## config.mk

```make
export PLATFORM = sky130hd
export DESIGN_NAME = seq_divider_flat
export DESIGN_NICKNAME = d
export VERILOG_FILES = /design/src/rtl/seq_divider_if.sv /design/src/rtl/seq_divider.sv /design/src/flat_wrapper.sv
export SDC_FILE = /design/constraint.sdc
export NUM_CORES = 1
export LEC_CHECK = 0
export BUFFER_PORTS_ARGS = -buffer_cell sky130_fd_sc_hd__buf_2
export CORE_ASPECT_RATIO = 1.75
export CORE_UTILIZATION = 40
export DETAILED_ROUTE_END_ITERATION = 12
export PLACE_DENSITY = 0.71
export SLEW_MARGIN = 30
export SYNTH_ARGS = -nofsm -noshare
export SYNTH_HDL_FRONTEND = slang
export SYNTH_SLANG_ARGS = --single-unit
```

## constraint.sdc

```tcl
create_clock -name clk -period 7.9 [get_ports clk]
set_clock_uncertainty 0.15 [all_clocks]
set_input_delay 0.395 -clock clk [delete_from_list [all_inputs] [get_ports clk]]
set_output_delay 0.395 -clock clk [all_outputs]
set_load 0.05 [all_outputs]
```

## src/rtl/seq_divider_if.sv

```systemverilog
// seq_divider_if: start/busy/done handshake and operand/result bus of the sequential divider
interface seq_divider_if #(parameter int WIDTH = 16);
   logic             start;
   logic [WIDTH-1:0] dividend_hi;
   logic [WIDTH-1:0] dividend_lo;
   logic [WIDTH-1:0] divisor;
   logic [WIDTH-1:0] quot;
   logic [WIDTH-1:0] rem;
   logic             of;
   logic             div_by_zero;
   logic             busy;
   logic             done;
   modport master (output start, dividend_hi, dividend_lo, divisor,
                   input quot, rem, of, div_by_zero, busy, done);
   modport slave (input start, dividend_hi, dividend_lo, divisor,
                  output quot, rem, of, div_by_zero, busy, done);
endinterface

```

## src/rtl/seq_divider.sv

```systemverilog
// seq_divider: iterative restoring divider, {dividend_hi,dividend_lo} / divisor -> quot, rem.
// Define SEQ_DIVIDER_RADIX4_EN to retire two quotient bits per cycle.
module seq_divider #(parameter int WIDTH = 16) (
   input logic clk,
   input logic rst,
   seq_divider_if.slave bus
);
   typedef enum logic [1:0] {IDLE, CALC, DONE} state_t;
`ifdef SEQ_DIVIDER_RADIX4_EN
   localparam int ITER = WIDTH / 2;
`else
   localparam int ITER = WIDTH;
`endif
   localparam int CW = $clog2(WIDTH);
   state_t state, nxt;
   logic [WIDTH-1:0] r, q, d, r_n, q_n;
   logic [CW-1:0] cnt;
   logic err;
   function automatic logic [2*WIDTH-1:0] step(input logic [2*WIDTH-1:0] rq, input logic [WIDTH-1:0] dv);
      logic [WIDTH:0] t, s;
      logic ge;
      t = rq[2*WIDTH-1:WIDTH-1];
      s = t - {1'b0, dv};
      ge = t >= {1'b0, dv};
      step = {ge ? s[WIDTH-1:0] : t[WIDTH-1:0], rq[WIDTH-2:0], ge};
   endfunction
   assign err = bus.divisor == '0 || bus.dividend_hi >= bus.divisor;
   always_comb begin
`ifdef SEQ_DIVIDER_RADIX4_EN
      {r_n, q_n} = step(step({r, q}, d), d);
`else
      {r_n, q_n} = step({r, q}, d);
`endif
   end
   always_ff @(posedge clk or posedge rst)
      if (rst) state <= IDLE;
      else state <= nxt;
   always_comb
      nxt = state == IDLE ? (bus.start ? (err ? DONE : CALC) : IDLE) :
            state == CALC ? (cnt == '0 ? DONE : CALC) : IDLE;
   always_comb begin
      bus.busy = state == CALC;
      bus.done = state == DONE;
   end
   // Results only change on DONE entry; accepting a new start leaves them intact.
   always_ff @(posedge clk or posedge rst)
      if (rst) begin
         r               <= '0;
         q               <= '0;
         d               <= '0;
         cnt             <= '0;
         bus.quot        <= '0;
         bus.rem         <= '0;
         bus.of          <= 1'b0;
         bus.div_by_zero <= 1'b0;
      end else if (state == IDLE && bus.start) begin
         r   <= bus.dividend_hi;
         q   <= bus.dividend_lo;
         d   <= bus.divisor;
         cnt <= CW'(ITER - 1);
         if (err) begin
            bus.quot        <= '1;
            bus.rem         <= '0;
            bus.of          <= bus.divisor != '0;
            bus.div_by_zero <= bus.divisor == '0;
         end
      end else if (state == CALC) begin
         r   <= r_n;
         q   <= q_n;
         cnt <= cnt - 1'b1;
         if (cnt == '0) begin
            bus.quot        <= q_n;
            bus.rem         <= r_n;
            bus.of          <= 1'b0;
            bus.div_by_zero <= 1'b0;
         end
      end
endmodule
```

## src/flat_wrapper.sv

```systemverilog
// flat-port wrapper written by rule: the top's interface ports become plain ports
module seq_divider_flat 
#(parameter int WIDTH = 16)
  (clk, rst, bus_start, bus_dividend_hi, bus_dividend_lo, bus_divisor, bus_quot, bus_rem, bus_of, bus_div_by_zero, bus_busy, bus_done);
  seq_divider_if #(.WIDTH(WIDTH)) bus_i ();
  input logic clk;
  input logic rst;
  input wire logic [$bits(bus_i.start)-1:0] bus_start;
  input wire logic [$bits(bus_i.dividend_hi)-1:0] bus_dividend_hi;
  input wire logic [$bits(bus_i.dividend_lo)-1:0] bus_dividend_lo;
  input wire logic [$bits(bus_i.divisor)-1:0] bus_divisor;
  output wire logic [$bits(bus_i.quot)-1:0] bus_quot;
  output wire logic [$bits(bus_i.rem)-1:0] bus_rem;
  output wire logic [$bits(bus_i.of)-1:0] bus_of;
  output wire logic [$bits(bus_i.div_by_zero)-1:0] bus_div_by_zero;
  output wire logic [$bits(bus_i.busy)-1:0] bus_busy;
  output wire logic [$bits(bus_i.done)-1:0] bus_done;
  assign bus_i.start = bus_start;
  assign bus_i.dividend_hi = bus_dividend_hi;
  assign bus_i.dividend_lo = bus_dividend_lo;
  assign bus_i.divisor = bus_divisor;
  assign bus_quot = bus_i.quot;
  assign bus_rem = bus_i.rem;
  assign bus_of = bus_i.of;
  assign bus_div_by_zero = bus_i.div_by_zero;
  assign bus_busy = bus_i.busy;
  assign bus_done = bus_i.done;
  seq_divider #(.WIDTH(WIDTH)) u_core (.clk(clk), .rst(rst), .bus(bus_i));
endmodule
```

==> flow_summary.toml <==
[run_status]
status = "finished clean"

[floorplanning]
initial_utilization_pct = 41.3
core_area_mm2 = 0.0121
die_x_um = 86.4
die-area_mm2 = 0.0129
row_count = 53
die-height_um = 150
num_io_pins = 87

[pwr]
p_per_area_mw_per_mm2 = 497
seqPwrFrac_pct = 25.9
power.switching_mw = 1.39
internal_power_mw = 1.52
combPwrFrac_pct = 58.1
clock_power_share_pct = 16.0
peakVddDrop_uv = 148
p_leak_nw = 2.87
switching_share_pct = 47.7

[cts]
cts_max_path_buffers = 2
numCtsBuffers = 9
cts_root_buf = "clkbuf_16"
clock_latency_ns = 0.34
hold_buffers = 1
clkSinkCount = 88
cts.reportedPaths.clkPinSlew_ns = 0.06
post_cts_buffers = 0
cts_tree = "yes"
cts_resized = 0
htreeDepth = 3

[yosys]
synth_common_cells = "nand2_1, dfrtp_1, o21ai_0, inv_1, nor2_1"
synthCells = 563
yosys-top-cells-area = "dfrtp_1, ha_1, nand2_1"
synthesis.area_mm2 = 0.00499
ys_types = 54
yosysTopAreaCell = "dfrtp_1"
async_reset_ff_share_pct = 100
synth_edf_count = 0
yosysSeqAreaShare_pct = 44.1
yosys_warnings = 0
synth-main-ff-cell = "dfrtp_1"
yosysTopAreaCellShare_pct = 44.1
syn-num-nets = 648
avgSynthCellArea_um2 = 8.86
ys_ff_latch = 88
synthMostInstantiatedCell = "nand2_1"

[sta]
layout_setup_ws_ns = 4.96
relSlewSlack_pct = 49.5
period_needed_ns = 2.94
tns_ns = 0
slew_viol_final = 0
max_clock_freq_ghz = 0.340
final-hold-violation-count = 0
rsz0062_at_grt = "false"
finalCritPeriodShare_pct = 37.2
setup_viol = 0
worst_pin_slew_ns = 0.758

[worst_setup_path]
worstSetupStartpointType = "flop"
crit_chain = "nand2b_1, buf_4, inv_2, nand2_1, a32o_4, a32oi_1, o21ai_0"
cp-end-kind = "flop"
worstRegToRegCells = 7
critical-path-slowest-cell = "a32o_4"
critPathArrivalTime_ns = 3.00
critPathKind = "reg -> reg"
crit_start = "u_core.state[1]"
r2r-start = "u_core.state[1]"
worstPathRequired_ns = 7.96
max_stage_delay_ns = 0.58
path_max_fanout = 50

[layout]
antenna_cells = 0
drive_gt1_share_pct = 18.9
syn2layout_area_growth_pct = 17.4
fin_nets = 721

[routing]
ant_nets = 0
drc = 0
drt_iter0_drc = 233
via_count = 4342
wl_per_cell_um = 16.5
wl_um = 13300
viasPerCell = 5.39
first_pass_iters = 5

[job]
drv_cap = 0

[place]
place_congestion = 0.900
hpwl_um = 9710
post-place-ws_ns = 4.76
port_buffers = 86

[grt]
grt_pass1_vias = 4402
grt_first_pass_wirelength_um = 21700
grt_use_total_pct = 21.8
grt_max_degree = 69
antenna_found_initial = 0
gr-total-overflow = 0

[min_path]
hp-class = "in -> reg"
worstHoldPathCells = 2
hp-start = "bus_dividend_lo[0]"
-- power groups by stage --
stage	clock [mW]	combinational, mW	sequential, mW
final	0.465	1.69	0.753
after global routing	0.486	1.86	0.774
after CTS	0.471	1.69	0.752
after detailed placement	0	1.67	0.759
after global placement	0	1.64	0.754
after floorplan	0	1.19	0.887
-- path summary, 6_finish.rpt --
check | endpoint | slack (ns)
setup / recovery | u_core.bus.rem[12] | 4.96
hold / removal | u_core.q[0] | 0.10
setup reg to reg | u_core.bus.rem[12] | 4.96
hold reg to reg | u_core.bus.quot[9] | 0.32
max in group asynchronous | u_core.r[10] | 5.95
min in group asynchronous | u_core.bus.rem[0] | 0.49
-- sequential cells by signal, summed over array words and instances (netlist names) --
register and count:
u_core.bus.quot 16, u_core.r 16, u_core.bus.of 1, u_core.state 2, u_core.q 16, u_core.bus.rem 16, u_core.bus.div_by_zero 1, u_core.cnt 4
u_core.d 16
-- through the flow --
step	cells	total power [mW]	area, um2	hold WS [ns]	util (%)
final	806	2.91	5860	0.105	48.5
after global routing	806	3.12	5860	0.113	48.5
after CTS	806	2.91	5850	0.101	48.5
after detailed placement	789	2.43	5510	0.308	45.7
after global placement	789	2.39	5510	0.306	45.7
after floorplan	563	2.08	4990	0.302	-
-- metal layers --
metal / global-route usage (%) / wire (um) / up-vias
met5: 0 / 0 / -
met4: 8.17 / 293 / 0
met3: 2.87 / 556 / 23
met2: 41.0 / 7390 / 138
met1: 24.4 / 5090 / 2089
li1: - / - / 2092
-- cell families (layout without fill, tap and decap cells) --
| group | after synthesis | after routing | synth area share [%] |
|---|---|---|---|
| AO/OA/AOI/OAI | 162 | 162 | 20.0 |
| XOR/XNOR | 15 | 15 | 2.63 |
| adder cells (fa/ha/maj) | 34 | 34 | 8.68 |
| buffers and inverters | 72 | 150 | 6.24 |
| flip-flops | 88 | 88 | 44.1 |
| multiplexers | 11 | 11 | 2.28 |
| AND/OR/NAND/NOR | 181 | 181 | 16.1 |
-- final cells by class --
type | instances | area (um2)
Timing Repair Buffer | 92 | 478
Multi-Input combinational cell | 403 | 2490
Sequential cell | 88 | 2200
Tap cell | 165 | 206
Inverter | 42 | 159
Clock inverter | 4 | 77.6
Clock buffer | 12 | 246
Fill cell | 1226 | 6210
-- critical path: cells and delay by family (launching register included) --
| kind | cells | cell delay (ns) |
|---|---|---|
| flops | 1 | 0.38 |
| buf+inv | 2 | 0.74 |
| simple gates | 2 | 0.62 |
| compound gates | 3 | 0.89 |
-- cells in the final DEF (no fill, tap or decap), types with 2 or more instances in the layout --
cell type,instances
a31oi_1,19
o21ai_0,49
nor4_1,7
and2_1,3
clkbuf_16,9
dfrtp_1,88
ha_1,33
a21o_1,8
a211oi_1,4
nand2_1,98
clkbuf_1,2
nor3_1,2
inv_1,40
o211ai_1,5
buf_2,86
nor2_1,40
o21ai_1,17
xor2_1,6
mux2_2,3
a22o_1,7
o31ai_1,2
nand3_1,11
xnor2_1,9
and3_1,3
nand2b_1,4
mux2i_1,8
a21oi_1,25
o22ai_1,3
buf_4,5
clkinv_4,2
o21a_1,2
nand4_1,4
nor2b_1,3
a22oi_1,9
bufinv_16,2
(Power assumes the default switching activity.)
